### config.mk
export PLATFORM = sky130hd
export DESIGN_NAME = price_bcd_converter
export DESIGN_NICKNAME = d
export VERILOG_FILES = /design/src/rtl/price_bcd_converter.sv
export SDC_FILE = /design/constraint.sdc
export NUM_CORES = 1
export LEC_CHECK = 0
export BUFFER_PORTS_ARGS = -buffer_cell sky130_fd_sc_hd__buf_2
export CORE_MARGIN = 1
export CORE_UTILIZATION = 35
export DETAILED_ROUTE_END_ITERATION = 7
export SYNTH_ARGS = -nofsm -noshare
export SYNTH_HDL_FRONTEND = slang
export SYNTH_SLANG_ARGS = --single-unit
### constraint.sdc
create_clock -name CLK -period 1.82 [get_ports CLK]
set_input_delay 0.091 -clock CLK [delete_from_list [all_inputs] [get_ports CLK]]
set_output_delay 0.091 -clock CLK [all_outputs]
set_load 0.005 [all_outputs]
### src/rtl/price_bcd_converter.sv
// Binary price (cents) to BCD digit converter using an iterative shift-add-3 engine.
// One input bit per clock, plus a finish cycle that publishes the digits and the blank/invalid flags.
module price_bcd_converter #(
   parameter int IN_W = 12,
   parameter int DIGITS = 4,
   parameter logic [IN_W-1:0] INVALID_CODE = {IN_W{1'b1}}
) (
   input  logic                  CLK,
   input  logic                  RESET,
   input  logic                  START,
   input  logic [IN_W-1:0]       PRICE,
   output logic                  BUSY,
   output logic                  DONE,
   output logic [4*DIGITS-1:0]   BCD,
   output logic                  BLANK_THOU,
   output logic                  INVALID
);

   localparam int CW = $clog2(IN_W + 1);
   localparam logic [CW-1:0] LAST = CW'(IN_W - 1);

   typedef enum logic [1:0] {IDLE, SHIFT, FINISH} state_t;

   state_t              state, next_state;
   logic [IN_W-1:0]     shift_reg;
   logic [4*DIGITS-1:0] bcd_acc;
   logic [4*DIGITS-1:0] bcd_adj;
   logic [CW-1:0]       cnt;
   logic                inv_flag;

   always_ff @(posedge CLK) begin
      if (RESET) state <= IDLE;
      else       state <= next_state;
   end

   always_comb begin
      next_state = state;
      case (state)
         IDLE:    if (START) next_state = SHIFT;
         SHIFT:   if (cnt == LAST) next_state = FINISH;
         FINISH:  next_state = IDLE;
         default: next_state = IDLE;
      endcase
   end

   // Nibbles of 5 or more become >= 10 after the shift, so pre-add 3 to carry into the next digit.
   always_comb begin
      bcd_adj = bcd_acc;
      for (int d = 0; d < DIGITS; d++) begin
         if (bcd_acc[4*d +: 4] >= 4'd5)
            bcd_adj[4*d +: 4] = bcd_acc[4*d +: 4] + 4'd3;
      end
   end

   always_ff @(posedge CLK) begin
      if (RESET) begin
         shift_reg  <= '0;
         bcd_acc    <= '0;
         cnt        <= '0;
         inv_flag   <= 1'b0;
         DONE       <= 1'b0;
         BCD        <= '0;
         BLANK_THOU <= 1'b0;
         INVALID    <= 1'b0;
      end else begin
         DONE <= 1'b0;
         case (state)
            IDLE: begin
               if (START) begin
                  shift_reg <= PRICE;
                  bcd_acc   <= '0;
                  cnt       <= '0;
                  inv_flag  <= (PRICE == INVALID_CODE);
               end
            end
            SHIFT: begin
               {bcd_acc, shift_reg} <= {bcd_adj, shift_reg} << 1;
               cnt <= cnt + 1'b1;
            end
            FINISH: begin
               DONE <= 1'b1;
               if (inv_flag) begin
                  // All-ones nibbles are the display's blank code.
                  BCD        <= '1;
                  BLANK_THOU <= 1'b0;
                  INVALID    <= 1'b1;
               end else begin
                  BCD        <= bcd_acc;
                  BLANK_THOU <= (bcd_acc[4*DIGITS-1 -: 4] == 4'd0);
                  INVALID    <= 1'b0;
               end
            end
            default: ;
         endcase
      end
   end

   assign BUSY = (state != IDLE);

endmodule
After elaboration in Yosys (flattened, before gate mapping) --
Index checks and enable logic that the tools add are counted.
Word-level totals: register bits 54, input port bits 15, output and inout bits 20, word-level logic and storage cells 48
Cells by class: add/sub/neg operators 5, order comparisons 4, equal/unequal tests 6, muxes and demuxes 17, reduce and logical (&&, ||, !) cells 7
Operators with widths (number):
- 16-bit 2-to-1 mux | 2
- 16-bit one-hot mux with 2 select lines | 1
- 12-bit one-hot mux with 2 select lines | 1
- 4-bit by 3-bit >= comparator with 1-bit output, second input constant | 4
- 4-bit 2-to-1 mux | 4
- 4-bit by 2-bit adder with 4-bit output, second input constant | 3
- 12-bit == test, second input constant | 1
- 12-bit 2-to-1 mux | 1
- 4-bit one-hot mux with 2 select lines | 1
- 2-bit AND reduction | 3
- 4-bit by 1-bit adder with 4-bit output, second input constant | 1
- 4-bit == test, second input constant | 1
- 4-bit logical NOT | 1
- 2-bit 2-to-1 mux | 2
- 2-bit != test, second input constant | 2
- 2-bit one-hot mux with 2 select lines | 1
- 2-bit nonzero test | 2
- 3-bit by 2-bit adder with 3-bit output, second input constant | 1
- 1-bit 2-to-1 mux | 3
- 3-bit 2-to-1 mux | 1
- 2-bit by 1-bit == test with 1-bit output, second input constant | 1
- 2-bit == test, second input constant | 1
- 2-bit logical NOT | 1

Logic depth before layout (Yosys ltp) --
Gate-level depths: netlist (run 1).
word-level depth 3, mapped depth 7, gate-level depth less buffers 6

Least setup slack after synthesis (run 1) --
Ideal clock, no wire load.
path type register to register, start point register bcd_acc[9], end point register bcd_acc[10], setup time 117 ps, arrival time 1252 ps, data required time 1703 ps, setup slack 451 ps, stages on the path, launching flop included 7, buffers on the path 0, period minus slack after synthesis 1369 ps, cell sequence dfxtp_1 inv_1 ha_1 nand2b_1 a21oi_1 mux2i_1 a22o_1
On the way: longest elaborated chain between the ends 3, elaborated cells between the ends (all ways) 4, classes of those cells 1 x add/sub; 1 x order compare; 2 x mux
RTL lines:
- from (decl) | RTL line 26 | logic [4*DIGITS-1:0] bcd_acc;
- from (signal assigned) | RTL line 77 | {bcd_acc, shift_reg} <= {bcd_adj, shift_reg} << 1;
- 4-bit by 2-bit adder with 4-bit output or 4-bit by 3-bit >= comparator with 1-bit output (tied branches) | RTL line 51, 50
- 4-bit 2-to-1 mux (*) | RTL line 50 | if (bcd_acc[4*d +: 4] >= 4'd5)
- 16-bit one-hot mux with 2 select lines (*) | RTL line 67 | case (state)
Every way passes the cells marked *; elsewhere a longest branch is shown, timed or not. A chain may end at the register's enable or synchronous reset.

Worst setup path after layout (run 1) --
start point register state[1], end point register bcd_acc[2]
On the way: longest elaborated chain between the ends 3, elaborated cells between the ends (all ways) 6, classes of those cells 2 x eq/ne; 1 x mux; 3 x reduce/logical
RTL lines:
- from (decl) | RTL line 24 | state_t state, next_state;
- from (signal assigned) | RTL line 33 | else state <= next_state;
- 2-bit by 1-bit == test with 1-bit output or 2-bit logical NOT (tied branches) | RTL line 67
- 2-bit nonzero test (no source line) or 2-bit != test (tied branches)
- 2-bit AND reduction (no source line)
Several ways; a longest one is shown, not always the timed one.

==> Flow_metrics.wiki, run 1 <==
{| class="wikitable"
! Metric !! Value
|-
| Pre-antenna DRT Iters || 4
|-
| Initial detailed-routing violation count || 115
|-
| Main synth FF type || dfxtp_1
|-
| Critical path endpoint category || register
|-
| Worst path arrival time || 1.87 ns
|-
| Yosys warning total || 0
|-
| Core occupancy in the finished layout || 0.409
|-
| Clock transition at the registers of the reported paths || 0.10 ns
|-
| Cells on Worst Hold Path || 2
|-
| Number of global-route vias before repair || 1853
|-
| Antenna violations before repair || 0
|-
| Total power density per cell area || 766 mW/mm^2
|-
| Worst Setup Start Kind || register
|-
| Synth cell types || 37
|-
| Net count, final || 339
|-
| Avg Cell Area, Syn || 8.61 sq um
|-
| Type of the worst setup path || register to register
|-
| Most used cells in the layout excluding fill and tap cells || dfxtp_1 (54), nor3_1 (41), nor2_1 (38)
|-
| Global routing usage on met3 || 0.0340
|-
| Slack of the worst reg-to-reg path || 0.20 ns
|-
| Worst-case hold slack || 0.0237 ns
|-
| Fraction of the yosys area taken by sequential cells || 0.444
|-
| Required time of the critical path || 2.07 ns
|-
| Wire length of the first global-routing pass || 8.90 mm
|-
| Share of final-layout standard cells stronger than drive strength 1 || 0.184
|-
| Clock Root Buffer || clkbuf_8
|-
| Largest fanout on the critical path || 17
|-
| Hold bufs inserted after CTS || 0
|-
| Setup TNS || 0 ns
|-
| CTS Sinks || 54
|-
| Reg-to-Reg Start || state[1]$_SDFFE_PP0P_
|-
| Crit path from || state[1]$_SDFFE_PP0P_
|-
| HPWL Detailed || 3.52 mm
|-
| Number of buffers added by the clock tree synthesis step || 5
|-
| Number of antenna diodes || 0
|-
| CTS Buffer Depth || 2
|-
| Area of all placed cells without fillers || 0.00276 sq mm
|-
| Total number of vias || 2003
|-
| Instance area after placement || 0.00267 sq mm
|-
| Synthesized netlist cell count || 283
|-
| Crit path to || bcd_acc[2]$_SDFFE_PP0P_
|-
| Slew @ Worst Pin || 0.520 ns
|-
| Layout overhead on the synthesized area || 13.3%
|-
| Slowest stage delay, CP || 0.66 ns
|-
| Max Clk Rate || 0.619 GHz
|-
| Netlist Area Pre-Place || 0.00244 sq mm
|-
| Vertical die dimension || 85.4 um
|-
| Synthesis-stage register bit count || 54
|-
| Maximum number of pins on one net before global-route repair || 20
|-
| Setup repair after global routing missed its margin || false
|-
| Peak supply drop || 0.000288 V
|-
| Buffer and inverter count on the worst path || 0
|-
| Min cycle time layout || 1.62 ns
|-
| Area inside the core boundary || 0.00676 sq mm
|-
| Number of hold violations in the final report || 0
|-
| Initial core utilization || 0.361
|-
| Worst-Skew Late Latency || 0.31 ns
|-
| Share of synthesized registers carrying an async set or reset || 0
|-
| Met1 Use GR || 0.203
|-
| Post-route DRC violation count || 0
|-
| GR Layer Usage met2 || 0.249
|-
| Cell with the largest stage delay on the worst path || dfxtp_1
|-
| Number of cells traversed by the worst register-to-register path || 3
|-
| Relative slew margins || 0.653
|-
| Fin. max-slew vios || 0
|-
| Instance count on the critical path || 3
|-
| Final worst path period share || 0.888
|-
| Reg-to-reg endpoint || bcd_acc[2]$_SDFFE_PP0P_
|-
| Average wire per cell in the routed design || 12.9 um
|-
| Total of endpoints with negative setup slack in the final report || 0
|-
| Ports || 35
|-
| Routing layer with the top usage in global route || met2
|-
| Port bufs || 34
|-
| Aggregate global routing overflow || 0
|-
| Rows || 30
|-
| Clock tree from TritonCTS || done
|-
| Total number of H-tree levels || 2
|-
| Total nets after synthesis || 308
|-
| Total die area || 0.00730 sq mm
|-
| Die Wd || 85.4 um
|-
| Buffers inserted by post-CTS timing repair || 0
|-
| CP top delay family || flip-flops
|-
| Final Wtd Congestion || 0.771
|-
| Post-synth EDFFs || 0
|-
| Most common library cell in the layout ignoring fill and taps || dfxtp_1
|-
| Worst Hold Class || input port to register
|-
| Clock tree skew after final layout || 0.00887 ns
|-
| CP Cell Sequence || o21ba_2 -> nor2_4 -> a22o_1
|-
| Post-detailed-route via-to-cell ratio || 5.07
|-
| Overall Global Routing Usage || 0.154
|-
| Power after layout || 0.00211 W
|-
| Run status || completed
|-
| Drt total wl || 5.10 mm
|-
| Static Leakage || 1.15 nW
|-
| Max Cap Violations || 0
|-
| Number of nets with antenna violations after routing || 0
|}
## worst min path at each step
stage | end | from
floorplan | shift_reg[0]$_SDFFE_PP0P_ | PRICE[0]
global placement | shift_reg[0]$_SDFFE_PP0P_ | PRICE[0]
detailed placement | shift_reg[6]$_SDFFE_PP0P_ | PRICE[6]
CTS | shift_reg[0]$_SDFFE_PP0P_ | PRICE[0]
global route | shift_reg[0]$_SDFFE_PP0P_ | PRICE[0]
finish | shift_reg[6]$_SDFFE_PP0P_ | PRICE[6]
## cell families after synthesis
| group | synth area share |
|---|---|
| AO/OA/AOI/OAI | 0.145 |
| XOR/XNOR | 0.0252 |
| buffers and inverters | 0.0585 |
| flip-flops | 0.444 |
| multiplexers | 0.0164 |
| adder cells (fa/ha/maj) | 0.0514 |
| AND/OR/NAND/NOR | 0.260 |
## repair_timing
action	4_1_cts	5_1_grt
gates resized for setup	0	1
setup endpoints to repair	0	18
endpoints found under the hold margin	0	0
## final cells by class
| cell class | instances | area [sq um] |
|---|---|---|
| Inverter | 11 | 41.3 |
| Sequential cell | 54 | 1080 |
| Tap cell | 80 | 100 |
| Timing Repair Buffer | 42 | 230 |
| Fill cell | 680 | 4000 |
| Multi-Input combinational cell | 200 | 1220 |
| Clock inverter | 3 | 21.3 |
| Clock buffer | 5 | 68.8 |
## cells in the mapped netlist, types with 3 or more instances
cell type | number | area share
o21ai_0 | 8 | 0.016
a21oi_1 | 20 | 0.041
mux2i_1 | 4 | 0.016
ha_1 | 10 | 0.051
nand2b_1 | 6 | 0.015
nor3b_1 | 3 | 0.0092
xnor2_1 | 4 | 0.014
nor2_4 | 3 | 0.014
buf_2 | 9 | 0.018
clkbuf_1 | 3 | 0.0046
nor2b_1 | 7 | 0.018
nor3_1 | 41 | 0.084
nand2_1 | 12 | 0.018
xor2_1 | 3 | 0.011
inv_1 | 11 | 0.017
a22o_1 | 14 | 0.050
nand3_1 | 7 | 0.014
dfxtp_1 | 54 | 0.44
nor2_1 | 38 | 0.059
a22oi_1 | 4 | 0.012
## worst reg2reg max path, cell delays in order, from the launching register on
cell and delay (ns):
dfxtp_1 0.66, o21ba_2 0.30, nor2_4 0.38, a22o_1 0.23
## stage by stage
| stage | worst slack [ns] | cells |
|---|---|---|
| 6_report | 0.204 | 395 |
| 5_1_grt | 0.0744 | 395 |
| 2_1_floorplan | 0.451 | 283 |
| 3_3_place_gp | 0.180 | 387 |
| 4_1_cts | 0.106 | 395 |
| 3_5_place_dp | 0.121 | 387 |
## layer usage
metal / vias to the layer above / wire [um]
li1: 1043 / -
met1: 923 / 2520
met2: 30 / 2350
met3: 7 / 170
met4: 0 / 62
met5: - / 0
## power breakdown
group          switching [W]  total (W)  internal (W)  leakage (nW)
Clock               0.000401   0.000672      0.000271        0.0441
Combinational       0.000118   0.000200     0.0000813         0.668
Sequential         0.0000282    0.00124       0.00121         0.438
Total               0.000548    0.00211       0.00157          1.15
Note: power is estimated with default switching activity, not from simulation.
==> run 2: changes to the inputs <==
--- a/config.mk
+++ b/config.mk
@@ -9,6 +9,7 @@
 export CORE_MARGIN = 1
 export CORE_UTILIZATION = 35
 export DETAILED_ROUTE_END_ITERATION = 7
+export PLACE_DENSITY = 0.59
 export SYNTH_ARGS = -nofsm -noshare
 export SYNTH_HDL_FRONTEND = slang
 export SYNTH_SLANG_ARGS = --single-unit
==> run 2 against run 1 <==
  * Cell area increased by 1.6%
  * Critical path depth increased by 3
  * Sequential share of layout area decreased by 0.63 points
  * Global-route usage decreased by 0.48 points
  * First-iteration DRC count decreased by 9.6%
  * Highest routed layer unchanged
==> Flow_metrics.wiki, run 2 (synthesis results as in run 1) <==
{| class="wikitable"
! Metric !! Value
|-
| Worst-case hold slack || 0.00483 ns (-0.0189 ns)
|-
| Initial detailed-routing violation count || 104 (-9.6%)
|-
| Number of global-route vias before repair || 1834 (-1.0%)
|-
| Aggregate global routing overflow || 0 (unchanged)
|-
| Post-route DRC violation count || 0 (unchanged)
|-
| Part of the total power dissipated in the clock network || 0.335 (+0.017)
|-
| Clock tree skew after final layout || 0.0138 ns (+0.00495 ns)
|-
| Slew @ Worst Pin || 0.466 ns (-0.0545 ns)
|-
| Clock Root Buffer || clkbuf_8
|-
| Number of nets with antenna violations after routing || 0 (unchanged)
|-
| Rows || 30 (unchanged)
|-
| Largest fanout on the critical path || 4 (-13)
|-
| Share of final-layout standard cells stronger than drive strength 1 || 0.191 (+0.00650)
|-
| Average wire per cell in the routed design || 13.1 um (+1.0%)
|-
| Layout overhead on the synthesized area || 15.2%
|-
| Peak supply drop || 0.000311 V (+7.9%)
|-
| Reg-to-Reg Start || bcd_acc[1]$_SDFFE_PP0P_
|-
| Static Leakage || 1.18 nW (+2.7%)
|-
| Maximum number of pins on one net before global-route repair || 30 (+50%)
|-
| Total of endpoints with negative setup slack in the final report || 0 (unchanged)
|-
| Slack of the worst reg-to-reg path || 0.31 ns (+0.10 ns)
|-
| Max Clk Rate || 0.662 GHz (+6.9%)
|-
| Initial core utilization || 0.361 (unchanged)
|-
| Critical path endpoint category || register
|-
| Number of antenna diodes || 0 (unchanged)
|-
| Buffers inserted by post-CTS timing repair || 0 (unchanged)
|-
| Worst hold endpoint || shift_reg[6]$_SDFFE_PP0P_
|-
| Reported net switching power || 0.000592 W (+8.2%)
|-
| Number of hold violations in the final report || 0 (unchanged)
|-
| Relative slew margins || 0.689 (+0.0364)
|-
| Number of buffers added by the clock tree synthesis step || 5 (unchanged)
|-
| Post-detailed-route via-to-cell ratio || 5.03 (-0.90%)
|-
| Worst Setup Start Kind || register
|-
| Vertical die dimension || 85.4 um (unchanged)
|-
| Final Wtd Congestion || 0.785 (+1.7%)
|-
| CTS Buffer Depth || 2 (unchanged)
|-
| Cells on Worst Hold Path || 2 (unchanged)
|-
| Setup repair after global routing missed its margin || false
|-
| CTS Sinks || 54 (unchanged)
|-
| Required time of the critical path || 2.03 ns (-0.04 ns)
|-
| Type of the worst setup path || register to register
|-
| Total number of H-tree levels || 2 (unchanged)
|-
| Drt total wl || 5.22 mm (+2.3%)
|-
| Combinational fraction of design power || 0.097 (+0.003)
|-
| Antenna violations before repair || 0 (unchanged)
|-
| Reg-to-reg endpoint || bcd_acc[2]$_SDFFE_PP0P_
|-
| Total number of vias || 2010 (+0.35%)
|-
| Most common library cell in the layout ignoring fill and taps || dfxtp_1
|-
| Area inside the core boundary || 0.00676 sq mm (unchanged)
|-
| Final worst path period share || 0.830 (-0.0575)
|-
| Ports || 35 (unchanged)
|-
| Worst-Skew Late Latency || 0.31 ns (about the same)
|-
| HPWL Detailed || 3.68 mm (+4.5%)
|-
| Total power density per cell area || 778 mW/mm^2 (+1.6%)
|-
| Worst path arrival time || 1.72 ns (-0.15 ns)
|-
| Wire length of the first global-routing pass || 8.67 mm (-2.6%)
|-
| Internal power contribution || 0.00159 W (+1.6%)
|-
| Setup TNS || 0 ns (unchanged)
|-
| Pre-antenna DRT Iters || 4 (unchanged)
|-
| Worst Hold Class || input port to register
|-
| Total die area || 0.00730 sq mm (unchanged)
|-
| Clock transition at the registers of the reported paths || 0.11 ns (about the same)
|-
| Clock tree from TritonCTS || done
|-
| Port bufs || 34 (unchanged)
|-
| Sequential Power Share || 0.567 (-0.021)
|-
| Crit path from || bcd_acc[1]$_SDFFE_PP0P_
|-
| Fin. max-slew vios || 0 (unchanged)
|-
| Post-cts resize count || 0 (unchanged)
|-
| Worst Min Path Start || PRICE[6]
|-
| Overall Global Routing Usage || 0.149 (-0.00479)
|-
| Die Wd || 85.4 um (unchanged)
|-
| Min cycle time layout || 1.51 ns (-0.105 ns)
|-
| Net count, final || 344 (+1.5%)
|-
| Max Cap Violations || 0 (unchanged)
|-
| Switching power as a share of total power || 0.271 (+0.0123)
|-
| Run status || completed
|-
| Number of cells traversed by the worst register-to-register path || 6 (+3)
|-
| Most used cells in the layout excluding fill and tap cells || dfxtp_1 (54), nor3_1 (41), nor2_1 (38)
|}
## run 2: cell count changes in the layout (fill, tap and decap cells not counted)
| cell | before | now |
|---|---|---|
| inv_8 | 0 | 1 |
| nor2_2 | 0 | 1 |
| dlygate4sd3_1 | 0 | 2 |
| buf_4 | 8 | 11 |
| inv_6 | 0 | 1 |
| nor2_4 | 4 | 3 |
| clkinv_2 | 1 | 0 |
| clkinvlp_4 | 1 | 0 |
## run 2: timing repair
item,4_1_cts,5_1_grt
hold buffers,1,1
endpoints found under the hold margin,1,1
endpoints found under the setup margin,0,0
## run 2: through the flow
stage	util	worst slack, ns	instance area (sq um)	std cells	total power, W
3_5_place_dp	0.398	0.316	2690	390	0.00148
6_report	0.415	0.309	2810	400	0.00218
5_1_grt	0.415	0.177	2810	400	0.00228
4_1_cts	0.414	0.302	2800	399	0.00221
3_3_place_gp	0.398	0.353	2690	390	0.00147
2_1_floorplan	-	0.451	2440	283	0.00141
## run 2: routing by layer
metal,share of wire,global-route usage,vias up,routed length [um]
met5,0,0,-,0
met1,0.50,0.200,921,2590
met2,0.46,0.245,33,2400
li1,-,-,1051,-
met4,0.013,0.0500,0,68
met3,0.030,0.0233,5,154
## run 2: critical path, stage by stage, from the launching register on
cell and delay (ns):
dfxtp_1 0.38, inv_1 0.09, ha_1 0.17, nand2b_1 0.13, a21oi_1 0.32, mux2i_1 0.12, a22o_1 0.20
## run 2: final cells by class
class / count / area [sq um]
Multi-Input combinational cell: 200 / 1210
Fill cell: 708 / 3950
Clock inverter: 3 / 28.8
Tap cell: 80 / 100
Inverter: 11 / 41.3
Clock buffer: 5 / 68.8
Sequential cell: 54 / 1080
Timing Repair Buffer: 47 / 273
## run 2: worst max path at each step
stage / endpoint / cells after the start
floorplan: bcd_acc[10]$_SDFFE_PP0P_ / 6
CTS: bcd_acc[2]$_SDFFE_PP0P_ / 6
global route: bcd_acc[10]$_SDFFE_PP0P_ / 6
global placement: bcd_acc[6]$_SDFFE_PP0P_ / 6
detailed placement: bcd_acc[2]$_SDFFE_PP0P_ / 6
finish: bcd_acc[2]$_SDFFE_PP0P_ / 6
## run 2: power groups by stage
stage	registers, W	clock network, W	logic (W)
2_1_floorplan	0.00126	0	0.000151
6_report	0.00124	0.000732	0.000213
3_5_place_dp	0.00127	0	0.000210
4_1_cts	0.00124	0.000755	0.000213
3_3_place_gp	0.00127	0	0.000208
5_1_grt	0.00124	0.000801	0.000236
